--- config.mk ---
export PLATFORM = sky130hd
export DESIGN_NAME = xmit_frame_sched
export DESIGN_NICKNAME = d
export VERILOG_FILES = /design/src/rtl/xmit_frame_sched.sv
export SDC_FILE = /design/constraint.sdc
export NUM_CORES = 1
export LEC_CHECK = 0
export ABC_AREA = 1
export BUFFER_PORTS_ARGS = -buffer_cell sky130_fd_sc_hd__buf_2
export CAP_MARGIN = 0
export CORE_AREA = 8 8 82 84
export DETAILED_ROUTE_END_ITERATION = 8
export DIE_AREA = 0 0 90 92
export MAX_ROUTING_LAYER = met4
export PLACE_DENSITY_LB_ADDON = 0.12
export SLEW_MARGIN = 40
export SYNTH_ARGS = -nofsm -noshare
export SYNTH_HDL_FRONTEND = slang
export SYNTH_SLANG_ARGS = --single-unit
--- constraint.sdc ---
create_clock -name clk_sys -period 1.52 [get_ports clk_sys]
set_input_delay 0.304 -clock clk_sys [delete_from_list [all_inputs] [get_ports clk_sys]]
set_output_delay 0.304 -clock clk_sys [all_outputs]
set_load 0.05 [all_outputs]
--- src/rtl/xmit_frame_sched.sv ---
// Transmit frame scheduler: picks the next frame from the hi/lo queues (strict priority
// with a starvation guard), streams it with valid/ready, drops bad lengths, enforces the IFG.
module xmit_frame_sched #(
    parameter int HI_BURST   = 4,
    parameter int MIN_LEN    = 64,
    parameter int MAX_LEN    = 1518,
    parameter int IFG_CYCLES = 12
) (
    input  logic        clk_sys,
    input  logic        reset,
    input  logic        hi_ctrl_empty,
    input  logic [23:0] hi_ctrl_q,
    output logic        hi_ctrl_rd,
    input  logic [7:0]  hi_data_q,
    output logic        hi_data_rd,
    input  logic        lo_ctrl_empty,
    input  logic [23:0] lo_ctrl_q,
    output logic        lo_ctrl_rd,
    input  logic [7:0]  lo_data_q,
    output logic        lo_data_rd,
    output logic [7:0]  tx_data,
    output logic        tx_valid,
    output logic        tx_sof,
    output logic        tx_eof,
    input  logic        tx_ready,
    output logic        m_discard_en,
    output logic        cur_hi,
    output logic        busy
);

    localparam int SW = $clog2(HI_BURST + 1);
    localparam int GW = (IFG_CYCLES > 1) ? $clog2(IFG_CYCLES) : 1;
    localparam logic [SW-1:0] STREAK_MAX = SW'(HI_BURST);
    localparam logic [GW-1:0] GAP_LAST   = GW'(IFG_CYCLES - 1);
    localparam logic [11:0]   LEN_MIN    = 12'(MIN_LEN);
    localparam logic [11:0]   LEN_MAX    = 12'(MAX_LEN);

    typedef enum logic [1:0] {IDLE, XFER, DROP, GAP} state_t;

    state_t          r_state;
    state_t          w_next;
    logic [11:0]     r_cnt;
    logic [11:0]     r_len;
    logic            r_cur_hi;
    logic [SW-1:0]   r_streak;
    logic [GW-1:0]   r_gap;

    logic            w_hi_req;
    logic            w_lo_req;
    logic            w_grant;
    logic            w_pick_hi;
    logic [11:0]     w_new_len;
    logic            w_len_ok;
    logic            w_pop;
    logic            w_last;
    logic            w_unused;

    assign w_unused  = ^{hi_ctrl_q[23:12], lo_ctrl_q[23:12]};
    assign w_hi_req  = !hi_ctrl_empty;
    assign w_lo_req  = !lo_ctrl_empty;
    // Gated by reset so no pop can escape while the FIFOs are being flushed.
    assign w_grant   = reset && (r_state == IDLE) && (w_hi_req || w_lo_req);
    assign w_pick_hi = w_hi_req && (!w_lo_req || (r_streak < STREAK_MAX));
    assign w_new_len = w_pick_hi ? hi_ctrl_q[11:0] : lo_ctrl_q[11:0];
    assign w_len_ok  = (w_new_len >= LEN_MIN) && (w_new_len <= LEN_MAX);
    assign w_pop     = (r_state == DROP) || ((r_state == XFER) && tx_ready);
    assign w_last    = w_pop && (r_cnt == 12'd1);

    always_ff @(posedge clk_sys or negedge reset) begin
        if (!reset) begin
            r_state <= IDLE;
        end else begin
            r_state <= w_next;
        end
    end

    always_comb begin
        w_next = r_state;
        unique case (r_state)
            IDLE: begin
                if (w_grant) begin
                    if (w_new_len == 12'd0) begin
                        w_next = GAP;
                    end else if (w_len_ok) begin
                        w_next = XFER;
                    end else begin
                        w_next = DROP;
                    end
                end
            end
            XFER, DROP: begin
                if (w_last) begin
                    w_next = GAP;
                end
            end
            GAP: begin
                if (r_gap == GAP_LAST) begin
                    w_next = IDLE;
                end
            end
            default: w_next = IDLE;
        endcase
    end

    // Byte counter, source latch, starvation streak and gap timer.
    always_ff @(posedge clk_sys or negedge reset) begin
        if (!reset) begin
            r_cnt    <= '0;
            r_len    <= '0;
            r_cur_hi <= 1'b0;
            r_streak <= '0;
            r_gap    <= '0;
        end else begin
            if (w_grant) begin
                r_cnt    <= w_new_len;
                r_len    <= w_new_len;
                r_cur_hi <= w_pick_hi;
                if (w_pick_hi && w_lo_req) begin
                    r_streak <= (r_streak == STREAK_MAX) ? r_streak : r_streak + 1'b1;
                end else begin
                    r_streak <= '0;
                end
            end else if (w_pop) begin
                r_cnt <= r_cnt - 12'd1;
            end
            r_gap <= (r_state == GAP) ? r_gap + 1'b1 : '0;
        end
    end

    always_comb begin
        hi_ctrl_rd   = 1'b0;
        lo_ctrl_rd   = 1'b0;
        hi_data_rd   = 1'b0;
        lo_data_rd   = 1'b0;
        tx_data      = 8'h00;
        tx_valid     = 1'b0;
        tx_sof       = 1'b0;
        tx_eof       = 1'b0;
        m_discard_en = 1'b0;
        unique case (r_state)
            IDLE: begin
                hi_ctrl_rd   = w_grant && w_pick_hi;
                lo_ctrl_rd   = w_grant && !w_pick_hi;
                m_discard_en = w_grant && (w_new_len == 12'd0);
            end
            XFER: begin
                tx_valid   = 1'b1;
                tx_data    = r_cur_hi ? hi_data_q : lo_data_q;
                tx_sof     = (r_cnt == r_len);
                tx_eof     = (r_cnt == 12'd1);
                hi_data_rd = r_cur_hi && tx_ready;
                lo_data_rd = !r_cur_hi && tx_ready;
            end
            DROP: begin
                hi_data_rd   = r_cur_hi;
                lo_data_rd   = !r_cur_hi;
                m_discard_en = (r_cnt == r_len);
            end
            default: begin
            end
        endcase
    end

    assign cur_hi = r_cur_hi;
    assign busy   = (r_state != IDLE);

endmodule
==> impl_metrics.env, run 1 <==
export IMPL_outcome="complete, but fails checks"
export IMPL_violations="setup timing"
export IMPL_p_total_uw=2060
export IMPL_tightestPinTransition_ns=0.451
export IMPL_multi_input_area_mm2=0.00174
export IMPL_grt_pass1_vias=2758
export IMPL_path_class="reg -> out"
export IMPL_start_util=0.433
export IMPL_dp_slack_ns=-0.672
export IMPL_coreArea_mm2=0.00541
export IMPL_synth_fp_nets=404
export IMPL_io_pins=87
export IMPL_p_int_uw=1560
export IMPL_period_minus_slack_ns=2.24
export IMPL_end_kind="output pin"
export IMPL_drt_vias_per_instance=5.01
export IMPL_fin_cells=554
export IMPL_synthCells=325
export IMPL_drt_antenna_violating_nets=0
export IMPL_grt_setup_unrepaired="true"
export IMPL_routed_wl_um=8440
export IMPL_swShare=0.242
export IMPL_skew_ns=0.0115
export IMPL_ir_drop_v=0.000499
export IMPL_cts_root_buffer="clkbuf_8"
export IMPL_drt_first_pass_iters=4
export IMPL_post_drt_wl_per_cell_um=15.2
export IMPL_cp_arrival_ns=1.94
export IMPL_grt_pass1_wl_um=12700
export IMPL_cts_sinks=34
export IMPL_overflow=0
export IMPL_drc_errors=0
export IMPL_p_clk_frac=0.434
export IMPL_cts_tree="built"
export IMPL_syn2layout_area_growth_pct=80.8
export IMPL_grt_usage=0.191
export IMPL_antenna_found_initial=0
export IMPL_max_cap_violations=0
export IMPL_drt_iter0_markers=116
export IMPL_ys_seq_elements=34
export IMPL_slew_headroom=0.699
export IMPL_power_frac_seq=0.438
export IMPL_syn_area_mm2=0.00234
export IMPL_fin_hold_ws_ns=0.127
export IMPL_netSwitchingPower_uw=500
export IMPL_worstPathMaxFanout=9
export IMPL_clkLatencyLatePin_ns=0.30
export IMPL_ys_types=37
export IMPL_cts_hold_buf=0
export IMPL_required_ns=1.22
export IMPL_hp_class="in -> async"
export IMPL_fin_crit_sh=1.47
export IMPL_rows=27
export IMPL_regArea_um2=853
export IMPL_power_density_mw_per_mm2=488
export IMPL_p_leak_uw=0.00213
export IMPL_hold_violations=0
export IMPL_avgSynthCellArea_um2=7.20
export IMPL_yosysWarnings=0
export IMPL_gp_congestion=0.906
export IMPL_critPathLaunchType="flip-flop"
export IMPL_hpwl_um=5660
export IMPL_diodes=0
export IMPL_die_y_um=92
export IMPL_ys_seq_area_frac=0.363
export IMPL_p_comb_frac=0.128
export IMPL_drive_above_1_share=0.519
export IMPL_clk_path_buf_depth=2
export IMPL_placed_cells=526
export IMPL_grt_max_degree=35
export IMPL_die_w_um=90
export IMPL_die_area_mm2=0.00828
export IMPL_worst_slack_ns=-0.720
export IMPL_fillers=342
export IMPL_clk_pin_slew_ns=0.08
export IMPL_port_buffer_count=62
export IMPL_setup_viol=32
export IMPL_htreeDepth=2
export IMPL_numCtsBuffers=5
export IMPL_vias=2775
export IMPL_slew_viol_final=0
export IMPL_max_freq_mhz=446
export IMPL_fin_nets=560
-- worst max-delay path: stages (launching register included) --
cell and delay [ns]:
dfrtp_1 0.41, nand2_4 0.13, nand2_4 0.08, buf_6 0.14, nand2_2 0.06, nand4_1 0.09
nor2_2 0.15, nand4_1 0.20, o22ai_4 0.21, buf_6 0.18
-- cell usage after synthesis --
master / n / area, um^2
a21oi_1: 9 / 45.0
a21oi_2: 2 / 17.5
a22oi_1: 1 / 7.51
and3_1: 1 / 6.26
buf_2: 1 / 5.00
buf_6: 1 / 11.3
buf_8: 1 / 15.0
clkbuf_1: 5 / 18.8
clkinv_1: 1 / 3.75
dfrtp_1: 34 / 851
ha_1: 10 / 125
inv_1: 34 / 128
inv_2: 3 / 11.3
nand2_1: 92 / 345
nand2_2: 3 / 18.8
nand2_4: 2 / 22.5
nand3_1: 15 / 75.1
nand3b_1: 2 / 15.0
nand3b_2: 1 / 11.3
nand4_1: 7 / 43.8
nor2_1: 38 / 143
nor2_2: 1 / 6.26
nor2_4: 1 / 11.3
nor3_1: 8 / 40.0
nor4_1: 1 / 6.26
o211ai_1: 7 / 52.6
o21a_1: 1 / 7.51
o21ai_0: 18 / 90.1
o21ai_1: 1 / 5.00
o221ai_1: 3 / 26.3
o22ai_1: 1 / 6.26
o311ai_0: 1 / 8.76
o311ai_1: 1 / 8.76
or2_0: 1 / 6.26
or2_2: 1 / 6.26
xnor2_1: 1 / 8.76
xor2_1: 15 / 131
-- layout by cell type, fill, tap and decap left out, types with 2 or more instances in the layout --
cell and instances:
a21oi_1 7, a21oi_2 2, a21oi_4 2, buf_12 3
buf_2 45, buf_4 72, buf_6 27, buf_8 10
clkbuf_8 6, dfrtp_1 32, dfrtp_2 2, ha_1 6
ha_4 3, inv_1 26, inv_2 8, inv_4 3
nand2_1 78, nand2_2 15, nand2_4 4, nand3_1 15
nand3b_1 2, nand4_1 7, nor2_1 21, nor2_2 4
nor2_4 15, nor3_2 2, nor3_4 5, o211ai_1 7
o21ai_0 6, o21ai_1 2, o21ai_2 3, o21ai_4 8
o221ai_2 3, xor2_1 15
-- logic make-up (layout without fill, tap and decap cells) --
logic type	Yosys count	count (layout)	share of synthesized area
and+or+nand+nor	174	174	0.323
buffers and inverters	46	203	0.0823
AOI/OAI and AO/OA	45	45	0.118
DFF	34	34	0.363
xor gates and xnor gates	16	16	0.0599
adders and majority gates	10	10	0.0534
-- flip-flops by register name (all words and copies together), names as in the netlist --
register,cells
r_len,12
r_streak,3
cur_hi,1
r_cnt,12
r_state,2
r_gap,4
-- routing by layer --
metal | routed length (um) | vias to the layer above | global-route usage
li1 | - | 1366 | -
met1 | 3370 | 1316 | 0.213
met2 | 4490 | 81 | 0.342
met3 | 452 | 12 | 0.0416
met4 | 129 | 0 | 0.0402
met5 | 0 | - | -
-- timing repair --
action	4_1_cts	5_1_grt
setup endpoints to repair	30	39
gates cloned	1	0
buffers inserted	14	16
pin swaps	20	23
resized for setup	66	52
-- final timing paths --
path	start	endpoint	slack [ns]	cells after the start
worst max-delay path	r_streak[2]$_DFFE_PN0P_	m_discard_en	-0.72	9
worst min register to register	r_len[1]$_DFFE_PN0P_	r_len[1]$_DFFE_PN0P_	0.51	2
max in group asynchronous	reset	r_cnt[1]$_DFFE_PN0P_	1.06	2
min in group clk_sys	lo_ctrl_q[5]	r_len[5]$_DFFE_PN0P_	0.46	6
worst max register to register	r_cnt[7]$_DFFE_PN0P_	r_state[1]$_DFFE_PN0P_	-0.36	8
worst min-delay path	reset	r_cnt[2]$_DFFE_PN0P_	0.13	2
-- per-stage QoR --
step	instance area, um^2	util	TNS (ns)
2_1_floorplan	2650	-	-3.23
3_3_place_gp	3570	0.661	-2.77
3_5_place_dp	3570	0.661	-3.31
4_1_cts	4030	0.745	-6.86
5_1_grt	4230	0.783	-9.61
6_report	4230	0.783	-7.62
-- area by class of cell --
class	count	area share
Clock buffer	7	0.0204
Clock inverter	1	0.00710
Inverter	38	0.0358
Multi-Input combinational cell	245	0.411
Sequential cell	34	0.202
Tap cell	72	0.0213
Timing Repair Buffer	157	0.302
-- power by group through the flow --
stage                     registers, uW  clock network, uW  logic [uW]
after floorplan                     922                  0        96.5
after global placement              922                  0         248
after detailed placement            922                  0         251
after CTS                           904                898         254
after global routing                904                940         291
final                               904                896         265
Power figures use the tool's default switching activity.
==> run 2: changes to the inputs <==
- BUFFER_PORTS_ARGS: -buffer_cell sky130_fd_sc_hd__buf_2 -> not set
- CORE_AREA: 8 8 82 84 -> 4 4 73 75
- DIE_AREA: 0 0 90 92 -> 0 0 77 79
- DONT_BUFFER_PORTS: not set -> 1
==> impl_metrics.env, run 2 (synthesis results as in run 1) <==
export IMPL_rrSetupSlack_ns=-0.78
export IMPL_drive_above_1_share=0.539
export IMPL_required_ns=1.22
export IMPL_die_w_um=77
export IMPL_power_density_mw_per_mm2=414
export IMPL_outcome="complete, but fails checks"
export IMPL_worstPathMaxFanout=7
export IMPL_placed_area_mm2=0.00348
export IMPL_htreeDepth=2
export IMPL_final_cell_mix="74 x buf_4, 58 x nand2_1, 33 x dfrtp_1"
export IMPL_drt_iter0_markers=414
export IMPL_grt_usage=0.305
export IMPL_syn2layout_area_growth_pct=89.0
export IMPL_cts_tree="built"
export IMPL_hp_class="in -> reg"
export IMPL_setup_viol=47
export IMPL_port_buffer_count=0
export IMPL_slowest_delay_ns=0.43
export IMPL_final_common_cell="buf_4"
export IMPL_rows=25
export IMPL_p_leak_uw=0.00216
export IMPL_hpwl_um=5300
export IMPL_cts_sinks=34
export IMPL_end_kind="output pin"
export IMPL_clk_path_buf_depth=2
export IMPL_finalCoreUtilization=0.949
export IMPL_grt_pass1_vias=2853
export IMPL_slew_headroom=0.744
export IMPL_cp_top_family="simple AND/OR/NAND/NOR gates"
export IMPL_grt_setup_unrepaired="true"
export IMPL_grt_pass1_wl_um=14100
export IMPL_coreArea_mm2=0.00466
export IMPL_cts_root_buffer="clkbuf_8"
export IMPL_diodes=0
export IMPL_power_frac_seq=0.494
export IMPL_hold_violations=0
export IMPL_fillers=115
export IMPL_max_cap_violations=0
export IMPL_worst_slack_ns=-1.14
export IMPL_clkLatencyLatePin_ns=0.30
export IMPL_overflow=0
export IMPL_period_minus_slack_ns=2.66
export IMPL_p_comb_frac=0.131
export IMPL_vias=3377
export IMPL_skew_ns=0.0213
export IMPL_multi_input_area_mm2=0.00191
export IMPL_fin_area_mm2=0.00442
export IMPL_fin_cells=505
export IMPL_tightestPinTransition_ns=0.380
export IMPL_antenna_found_initial=0
export IMPL_p_clk_frac=0.375
export IMPL_die_area_mm2=0.00608
export IMPL_post_drt_wl_per_cell_um=26.6
export IMPL_dp_slack_ns=-0.507
export IMPL_routed_wl_um=13500
export IMPL_p_int_uw=1320
export IMPL_max_freq_mhz=376
export IMPL_path_buf_inv=2
export IMPL_critPathLaunchType="flip-flop"
export IMPL_ir_drop_v=0.000483
export IMPL_netSwitchingPower_uw=512
export IMPL_gp_congestion=0.841
export IMPL_regArea_um2=852
export IMPL_fin_hold_ws_ns=0.262
export IMPL_fin_nets=529
export IMPL_fin_crit_sh=1.75
export IMPL_cp_cell_sequence="nand2_4 -> nand2_4 -> nand2_1 -> nand2_2 -> inv_2 -> nor2_2 -> nand2_1 -> nor2_1 -> nand4_1 -> o22ai_4 -> buf_12"
export IMPL_violations="setup timing"
export IMPL_start_util=0.502
export IMPL_drt_vias_per_instance=6.69
export IMPL_drt_first_pass_iters=6
export IMPL_grt_max_degree=35
export IMPL_cp_arrival_ns=2.36
export IMPL_path_class="reg -> out"
export IMPL_numCtsBuffers=5
export IMPL_drt_antenna_violating_nets=0
export IMPL_drc_errors=0
export IMPL_slew_viol_final=0
export IMPL_reg_top3="r_cnt (12), r_len (12), r_gap (4)"
export IMPL_swShare=0.280
export IMPL_critPathSlowestCell="dfrtp_1"
export IMPL_clk_pin_slew_ns=0.07
export IMPL_io_pins=87
export IMPL_die_y_um=79
export IMPL_placed_cells=457
run 2: cell types whose count changed in the layout (fill, tap and decap cells not counted), moves of 6 or more:
cell | before | now
buf_8 | 10 | 4
nand2_1 | 78 | 58
buf_2 | 45 | 0
nand2_2 | 15 | 25
buf_12 | 3 | 19
nand2_4 | 4 | 13
run 2: routing by layer:
metal | share of wire | vias to the layer above | track usage
met5 | 0 | - | -
met4 | 0.091 | 0 | 0.139
met3 | 0.11 | 142 | 0.0454
met2 | 0.47 | 374 | 0.548
met1 | 0.33 | 1561 | 0.337
li1 | - | 1300 | -
run 2: cell type report:
cell class,instances,area share
Multi-Input combinational cell,245,0.433
Timing Repair Buffer,126,0.305
Sequential cell,34,0.193
Inverter,38,0.0359
Clock buffer,8,0.0181
Tap cell,54,0.0153
run 2: timing repair:
item	4_1_cts	5_1_grt
setup endpoints to repair	34	47
cloned	2	1
endpoints found under the hold margin	34	0
gates resized for setup	47	95
pin swaps	29	37
hold buffers	2	0
setup buffers	21	23
run 2: stage by stage:
step,power [uW],TNS (ns)
3_3_place_gp,1080,-2.76
3_5_place_dp,1080,-3.03
6_report,1830,-15.64
5_1_grt,1880,-16.50
4_1_cts,1740,-8.00
2_1_floorplan,1020,-3.23
run 2: worst paths after layout:
path,from,endpoint,depth (start not counted)
max in group asynchronous,reset,r_cnt[3]$_DFFE_PN0P_,2
worst max-delay path,r_streak[2]$_DFFE_PN0P_,m_discard_en,11
worst min-delay path,lo_ctrl_empty,r_streak[1]$_DFFE_PN0P_,3
worst max register to register,r_streak[2]$_DFFE_PN0P_,r_state[0]$_DFFE_PN0P_,13
min in group asynchronous,reset,r_gap[0]$_DFF_PN0_,2
worst min register to register,r_len[1]$_DFFE_PN0P_,r_len[1]$_DFFE_PN0P_,2
run 2: worst min-delay path: stages:
cell and delay, ns:
nor2_1 0.07, nand3_2 0.08, o21ai_2 0.06
run 2: power groups by stage:
| stage | combinational [uW] | sequential [uW] | clock (uW) |
|---|---|---|---|
| final | 239 | 904 | 687 |
| after global routing | 253 | 904 | 719 |
| after CTS | 189 | 905 | 649 |
| after detailed placement | 159 | 922 | 0 |
| after global placement | 155 | 922 | 0 |
| after floorplan | 96.5 | 922 | 0 |
